<file path="config.mk">
export PLATFORM = sky130hd
export DESIGN_NAME = echo_ranger_array_flat
export DESIGN_NICKNAME = d
export VERILOG_FILES = /design/src/rtl/echo_ranger_array_pkg.sv /design/src/rtl/echo_ranger_array_if.sv /design/src/rtl/echo_ranger_array_channel.sv /design/src/rtl/echo_ranger_array.sv /design/src/flat_wrapper.sv
export SDC_FILE = /design/constraint.sdc
export NUM_CORES = 1
export LEC_CHECK = 0
export ABC_AREA = 1
export CAP_MARGIN = 20
export CORE_MARGIN = 8
export CORE_UTILIZATION = 55
export CTS_BUF_LIST = sky130_fd_sc_hd__clkbuf_4 sky130_fd_sc_hd__clkbuf_8
export CTS_CLUSTER_DIAMETER = 30
export DETAILED_ROUTE_END_ITERATION = 10
export PLACE_DENSITY_LB_ADDON = 0.05
export RECOVER_POWER = 100
export SLEW_MARGIN = 25
export SYNTH_ARGS = -nofsm -noshare
export SYNTH_HDL_FRONTEND = slang
export SYNTH_SLANG_ARGS = --single-unit
</file>
<file path="constraint.sdc">
create_clock -name clk_1m -period 8.45 [get_ports clk_1m]
set_clock_uncertainty 0.1 [all_clocks]
set_input_delay 1.2675 -clock clk_1m [delete_from_list [all_inputs] [get_ports clk_1m]]
set_output_delay 1.2675 -clock clk_1m [all_outputs]
set_load 0.05 [all_outputs]
</file>
<file path="src/rtl/echo_ranger_array_pkg.sv">
// Shared constants and channel FSM encoding for the echo ranger array.
package echo_ranger_array_pkg;

  typedef enum logic [1:0] {
    IDLE = 2'd0,
    MEAS = 2'd1,
    DONE = 2'd2,
    TMO  = 2'd3
  } ch_state_e;

  localparam int unsigned DEF_NUM_CH    = 2;
  localparam int unsigned DEF_CNT_W     = 16;
  localparam int unsigned DEF_TIMEOUT   = 38000;
  localparam int unsigned DEF_SCALE_NUM = 17;
  localparam int unsigned DEF_SCALE_DEN = 10;
  localparam int unsigned DEF_PERIOD    = 60000;
  localparam int unsigned DEF_TRIG_LEN  = 10;

endpackage

</file>
<file path="src/rtl/echo_ranger_array_if.sv">
// Sensor-side bus of the echo ranger array: trigger enable, echo lines and results.
interface echo_ranger_array_if #(
  parameter int unsigned NUM_CH = echo_ranger_array_pkg::DEF_NUM_CH,
  parameter int unsigned CNT_W  = echo_ranger_array_pkg::DEF_CNT_W
);

  logic                          en;
  logic [NUM_CH-1:0]             echo;
  logic                          trig;
  logic [NUM_CH*(CNT_W+1)-1:0]   dis_count;
  logic [NUM_CH-1:0]             dis_valid;
  logic [NUM_CH-1:0]             timeout;

  modport master (
    output en,
    output echo,
    input  trig,
    input  dis_count,
    input  dis_valid,
    input  timeout
  );

  modport slave (
    input  en,
    input  echo,
    output trig,
    output dis_count,
    output dis_valid,
    output timeout
  );

endinterface

</file>
<file path="src/rtl/echo_ranger_array_channel.sv">
// One echo channel: synchronizes the raw echo, measures its high width and
// converts it to a scaled distance, flagging pulses that exceed TIMEOUT.
module echo_channel
  import echo_ranger_array_pkg::*;
#(
  parameter int unsigned CNT_W     = DEF_CNT_W,
  parameter int unsigned TIMEOUT   = DEF_TIMEOUT,
  parameter int unsigned SCALE_NUM = DEF_SCALE_NUM,
  parameter int unsigned SCALE_DEN = DEF_SCALE_DEN
) (
  input  logic             clk_1m,
  input  logic             rst,
  input  logic             i_echo,
  output logic [CNT_W:0]   o_dis_count,
  output logic             o_dis_valid,
  output logic             o_timeout
);

  localparam int unsigned OUT_W  = CNT_W + 1;
  localparam int unsigned PROD_W = CNT_W + 8;

  logic             r_s1;
  logic             r_s2;
  logic             r_primed;
  logic             r_armed;
  ch_state_e        r_state;
  logic [CNT_W-1:0] r_count;

  logic             w_rise;
  logic             w_fall;
  logic [PROD_W-1:0] w_prod;
  logic [OUT_W-1:0]  w_dist;

  // r_armed requires a genuine low sample after reset, so an echo that was
  // already high when reset released is not mistaken for a fresh rise.
  always_ff @(posedge clk_1m or posedge rst) begin
    if (rst) begin
      r_s1     <= 1'b0;
      r_s2     <= 1'b0;
      r_primed <= 1'b0;
      r_armed  <= 1'b0;
    end else begin
      r_s1     <= i_echo;
      r_s2     <= r_s1;
      r_primed <= 1'b1;
      if (r_primed && !r_s1) begin
        r_armed <= 1'b1;
      end
    end
  end

  assign w_rise = r_s1 & ~r_s2 & r_armed;
  assign w_fall = ~r_s1 & r_s2;
  assign w_prod = PROD_W'(r_count) * PROD_W'(SCALE_NUM);
  assign w_dist = OUT_W'(w_prod / PROD_W'(SCALE_DEN));

  always_ff @(posedge clk_1m or posedge rst) begin
    if (rst) begin
      r_state     <= IDLE;
      r_count     <= '0;
      o_dis_count <= '0;
      o_dis_valid <= 1'b0;
      o_timeout   <= 1'b0;
    end else begin
      o_dis_valid <= 1'b0;
      case (r_state)
        IDLE: begin
          if (w_rise) begin
            r_count <= CNT_W'(1);
            r_state <= MEAS;
          end else begin
            r_count <= '0;
          end
        end
        MEAS: begin
          if (w_fall) begin
            r_state <= DONE;
          end else if (r_count == CNT_W'(TIMEOUT)) begin
            r_state <= TMO;
          end else begin
            r_count <= r_count + CNT_W'(1);
          end
        end
        DONE: begin
          o_dis_count <= w_dist;
          o_dis_valid <= 1'b1;
          o_timeout   <= 1'b0;
          r_state     <= IDLE;
        end
        TMO: begin
          o_timeout <= 1'b1;
          if (!r_s1) begin
            r_state <= IDLE;
          end
        end
        default: r_state <= IDLE;
      endcase
    end
  end

endmodule

</file>
<file path="src/rtl/echo_ranger_array.sv">
// Multi-channel ultrasonic ranger: shared trigger generator plus NUM_CH
// independent echo-width measurement channels.
module echo_ranger_array
  import echo_ranger_array_pkg::*;
#(
  parameter int unsigned NUM_CH    = DEF_NUM_CH,
  parameter int unsigned CNT_W     = DEF_CNT_W,
  parameter int unsigned TIMEOUT   = DEF_TIMEOUT,
  parameter int unsigned SCALE_NUM = DEF_SCALE_NUM,
  parameter int unsigned SCALE_DEN = DEF_SCALE_DEN,
  parameter int unsigned PERIOD    = DEF_PERIOD,
  parameter int unsigned TRIG_LEN  = DEF_TRIG_LEN
) (
  input  logic          clk_1m,
  input  logic          rst,
  echo_ranger_array_if.slave bus
);

  localparam int unsigned OUT_W  = CNT_W + 1;
  localparam int unsigned PCNT_W = (PERIOD > 1) ? $clog2(PERIOD) : 1;

  logic [PCNT_W-1:0] r_pcnt;
  logic              r_trig;

  // Period counter only runs while enabled, so a fresh enable always
  // starts with a full trigger pulse.
  always_ff @(posedge clk_1m or posedge rst) begin
    if (rst) begin
      r_pcnt <= '0;
      r_trig <= 1'b0;
    end else if (!bus.en) begin
      r_pcnt <= '0;
      r_trig <= 1'b0;
    end else begin
      r_trig <= (r_pcnt < PCNT_W'(TRIG_LEN));
      r_pcnt <= (r_pcnt == PCNT_W'(PERIOD - 1)) ? '0 : r_pcnt + PCNT_W'(1);
    end
  end

  assign bus.trig = r_trig;

  logic [OUT_W-1:0]  w_cnt [NUM_CH];
  logic [NUM_CH-1:0] w_valid;
  logic [NUM_CH-1:0] w_tmo;

  for (genvar g = 0; g < NUM_CH; g++) begin : g_ch
    echo_channel #(
      .CNT_W     (CNT_W),
      .TIMEOUT   (TIMEOUT),
      .SCALE_NUM (SCALE_NUM),
      .SCALE_DEN (SCALE_DEN)
    ) u_ch (
      .clk_1m      (clk_1m),
      .rst         (rst),
      .i_echo      (bus.echo[g]),
      .o_dis_count (w_cnt[g]),
      .o_dis_valid (w_valid[g]),
      .o_timeout   (w_tmo[g])
    );

    assign bus.dis_count[g*OUT_W +: OUT_W] = w_cnt[g];
  end

  assign bus.dis_valid = w_valid;
  assign bus.timeout   = w_tmo;

endmodule
</file>
<file path="src/flat_wrapper.sv">
// flat-port wrapper written by rule: the top's interface ports become plain ports
module echo_ranger_array_flat import echo_ranger_array_pkg::*;
#(
  parameter int unsigned NUM_CH    = DEF_NUM_CH,
  parameter int unsigned CNT_W     = DEF_CNT_W,
  parameter int unsigned TIMEOUT   = DEF_TIMEOUT,
  parameter int unsigned SCALE_NUM = DEF_SCALE_NUM,
  parameter int unsigned SCALE_DEN = DEF_SCALE_DEN,
  parameter int unsigned PERIOD    = DEF_PERIOD,
  parameter int unsigned TRIG_LEN  = DEF_TRIG_LEN
)
  (clk_1m, rst, bus_en, bus_echo, bus_trig, bus_dis_count, bus_dis_valid, bus_timeout);
  echo_ranger_array_if #(.NUM_CH(NUM_CH), .CNT_W(CNT_W)) bus_i ();
  input  logic clk_1m;
  input  logic rst;
  input wire logic [$bits(bus_i.en)-1:0] bus_en;
  input wire logic [$bits(bus_i.echo)-1:0] bus_echo;
  output wire logic [$bits(bus_i.trig)-1:0] bus_trig;
  output wire logic [$bits(bus_i.dis_count)-1:0] bus_dis_count;
  output wire logic [$bits(bus_i.dis_valid)-1:0] bus_dis_valid;
  output wire logic [$bits(bus_i.timeout)-1:0] bus_timeout;
  assign bus_i.en = bus_en;
  assign bus_i.echo = bus_echo;
  assign bus_trig = bus_i.trig;
  assign bus_dis_count = bus_i.dis_count;
  assign bus_dis_valid = bus_i.dis_valid;
  assign bus_timeout = bus_i.timeout;
  echo_ranger_array #(.NUM_CH(NUM_CH), .CNT_W(CNT_W), .TIMEOUT(TIMEOUT), .SCALE_NUM(SCALE_NUM), .SCALE_DEN(SCALE_DEN), .PERIOD(PERIOD), .TRIG_LEN(TRIG_LEN)) u_core (.clk_1m(clk_1m), .rst(rst), .bus(bus_i));
endmodule
</file>
==> results.sh <==
export IMPL_status="complete, but fails checks"
export IMPL_p_int_mw=1.049
export IMPL_crit_arrival_ns=7.94
export IMPL_async_flop_share_pct=100.0
export IMPL_cts_buffer_depth=2
export IMPL_grt_pass1_wl_um=35470
export IMPL_yosys_area_top_type="dfrtp_1"
export IMPL_cp_start_kind="flop"
export IMPL_drt_iter0_markers=426
export IMPL_hold_start="u_core.g_ch[0].u_ch.r_s1"
export IMPL_start_util_pct=56.15
export IMPL_die_h_um=145.9
export IMPL_seqPwrFrac_pct=31.4
export IMPL_relSlewSlack_pct=-152.6
export IMPL_critPathKind="reg2reg"
export IMPL_p_switching_mw=1.001
export IMPL_swShare_pct=48.82
export IMPL_cts_tree="done"
export IMPL_critPathLaunch="u_core.g_ch[1].u_ch.r_count[6]"
export IMPL_hold_viol_final=0
export IMPL_grt_max_degree=67
export IMPL_finalCritPeriodShare_pct=91.59
export IMPL_fin_crit_ns=7.739
export IMPL_num_io_pins=44
export IMPL_setup_slack_ns=0.7109
export IMPL_n_antenna_cell=0
export IMPL_max_stage_delay_ns=0.46
export IMPL_vias=8600
export IMPL_reg2reg_from="u_core.g_ch[1].u_ch.r_count[6]"
export IMPL_yosys_top_cells_area="dfrtp_1 (26%), nand2_1 (12%), nand2_2 (7.9%)"
export IMPL_gr_total_overflow=0
export IMPL_die_width_um=145.9
export IMPL_syn_inst=1341
export IMPL_end_kind="flop"
export IMPL_ys_types=58
export IMPL_antenna_found_initial=0
export IMPL_die_area_um2=21280
export IMPL_nets=1474
export IMPL_portBuffers=43
export IMPL_power_mw=2.051
export IMPL_max_freq_mhz=129.2
export IMPL_hpwl_um=15850
export IMPL_ir_drop_mv=0.2158
export IMPL_ctsRootBufferMaster="clkbuf_8"
export IMPL_cp_required_ns=8.65
export IMPL_synth_most_common_cell="nand2_1"
export IMPL_cp_common_cell="nand2_2"
export IMPL_syn_avg_cell_area_um2=6.919
export IMPL_syn_num_nets=1403
export IMPL_yosys_top_cells_count="nand2_1 (289), inv_1 (138), nand3_1 (134), nand2_2 (117), nor2_1 (100)"
export IMPL_cts_hold_buffers=0
export IMPL_firstDrtPassIters=5
export IMPL_leakagePower_nw=5.738
export IMPL_pre_cts_ws_ns=0.5743
export IMPL_gp_congestion=0.8751
export IMPL_wl_um=21080
export IMPL_crit_slowest_cell="dfrtp_2"
export IMPL_syn_area_um2=9279
export IMPL_setup_viol=0
export IMPL_worst_slew_pin_slew_ns=3.790
export IMPL_whs_ns=0.3315
export IMPL_violations="max-capacitance violations, max-slew violations"
export IMPL_p_clk_share_pct=16.9
export IMPL_drc=0
export IMPL_ant_nets=0
export IMPL_vias_per_cell=5.254
export IMPL_yosys_warnings=0
export IMPL_hold_class="reg2reg"
export IMPL_num_rows=47
export IMPL_p_comb_share_pct=51.6
export IMPL_power_density_nw_per_um2=193.6
export IMPL_grt_pass1_vias=7856
export IMPL_clk_pin_slew_ns=0.11
export IMPL_synth_top_flop_cell="dfrtp_1"
export IMPL_placed_area_um2=9931
export IMPL_crit_path_max_fanout=6
export IMPL_drv_cap=2
export IMPL_slew_viol_final=101
export IMPL_fin_area_um2=10590
export IMPL_track_usage_pct=19.33
export IMPL_cts_sinks=98
export IMPL_drive_gt1_share_pct=25.97
export IMPL_cts_inserted_buffers=9
export IMPL_area_growth_pct=14.17
export IMPL_avgRoutedWirePerCell_um=12.87
export IMPL_core_um2=16520
export IMPL_insertion_delay_ns=0.40
export IMPL_h_tree_depth=3
export IMPL_yosys_area_top_type_share_pct=26.43
export IMPL_seq_area_frac_synth_pct=26.43
export IMPL_ys_seq_elements=98
export IMPL_synth_edff_count=0
-- layout by cell type (no fill, tap or decap), types with 37 or more instances in the layout --
cell / synthesis / routed
nand2_1: 289 / 281
inv_1: 138 / 137
nand3_1: 134 / 123
nand2_2: 117 / 119
nor2_1: 100 / 97
dfrtp_1: 98 / 81
inv_2: 59 / 59
nand3_2: 34 / 44
ha_1: 55 / 44
dlygate4sd3_1: 0 / 43
a21oi_1: 44 / 42
o21ai_0: 40 / 37
-- repair_timing --
item,in CTS,in global routing
setup buffers,0,28
hold endpoints to repair,0,0
endpoints found under the setup margin,0,4
resized for setup,0,69
-- power groups by stage --
stage / clock (mW) / combinational, mW / sequential, mW
after floorplan: 0 / 0.572 / 0.859
after global placement: 0 / 1.05 / 0.659
after detailed placement: 0 / 1.05 / 0.658
after CTS: 0.358 / 1.06 / 0.651
after global routing: 0.372 / 1.16 / 0.658
final: 0.347 / 1.06 / 0.644
-- layer usage --
| metal | vias up | GRT usage, % | wire, um |
|---|---|---|---|
| met5 | - | 0 | 0 |
| li1 | 4524 | - | - |
| met3 | 15 | 3.514 | 729 |
| met1 | 3922 | 26.64 | 10670 |
| met4 | 0 | 4.893 | 263 |
| met2 | 139 | 30.53 | 9412 |
-- cell type report --
cell class | instances | area (um^2)
multi-input combinational | 1021 | 6188
fill | 1516 | 5931
sequential | 98 | 2474
inverter | 207 | 788.3
timing repair buffer | 75 | 651.9
tap | 220 | 275.3
clock buffer | 10 | 137.6
clock inverter | 6 | 78.83
-- registers in the layout, summed over array words and instances (netlist names) --
| register | count |
|---|---|
| u_core.g_ch.u_ch.o_dis_valid | 2 |
| u_core.g_ch.u_ch.r_primed | 1 |
| u_core.g_ch.u_ch.o_timeout | 2 |
| u_core.g_ch.u_ch.o_dis_count | 34 |
| u_core.g_ch.u_ch.r_state | 4 |
| u_core.g_ch.u_ch.r_armed | 2 |
| u_core.r_pcnt | 16 |
| u_core.g_ch.u_ch.r_count | 32 |
| u_core.g_ch.u_ch.r_s1 | 2 |
| u_core.bus.trig | 1 |
| u_core.g_ch.u_ch.r_s2 | 2 |
-- stage by stage --
stage / instances / utilization [%] / setup TNS (ns)
after floorplan: 1341 / - / 0
after CTS: 1609 / 61.41 / 0
after detailed placement: 1593 / 60.10 / 0
final: 1637 / 64.11 / 0
after global routing: 1637 / 64.11 / -0.01668
after global placement: 1593 / 60.10 / 0
-- critical path, delay by kind of cell, from the launching register on --
family	cells	cell delay (ns)
fa+ha+maj	2	0.69
buf+inv	9	0.55
simple gates	65	5.32
compound gates	3	0.49
flops	1	0.46
-- cells by family after synthesis --
group | share of synthesized area [%]
compound gates | 10.50
xor+xnor | 2.535
fa+ha+maj | 7.848
buf+inv | 9.466
flops | 26.43
mux | 0.2158
other cells | 0.04041
simple gates | 42.96
-- final timing paths --
path | end | slack, ns | depth (start not counted)
hold / removal | u_core.g_ch[0].u_ch.r_s2 | 0.33 | 0
setup reg to reg | u_core.g_ch[1].u_ch.o_dis_count[0] | 0.71 | 79
min in group asynchronous | u_core.g_ch[1].u_ch.o_dis_count[4] | 1.57 | 2
hold reg to reg | u_core.g_ch[0].u_ch.r_s2 | 0.33 | 0
max in group asynchronous | u_core.g_ch[1].u_ch.r_count[11] | 2.24 | 3
setup / recovery | u_core.g_ch[1].u_ch.o_dis_count[0] | 0.71 | 79
Note: power is estimated with default switching activity, not from simulation.
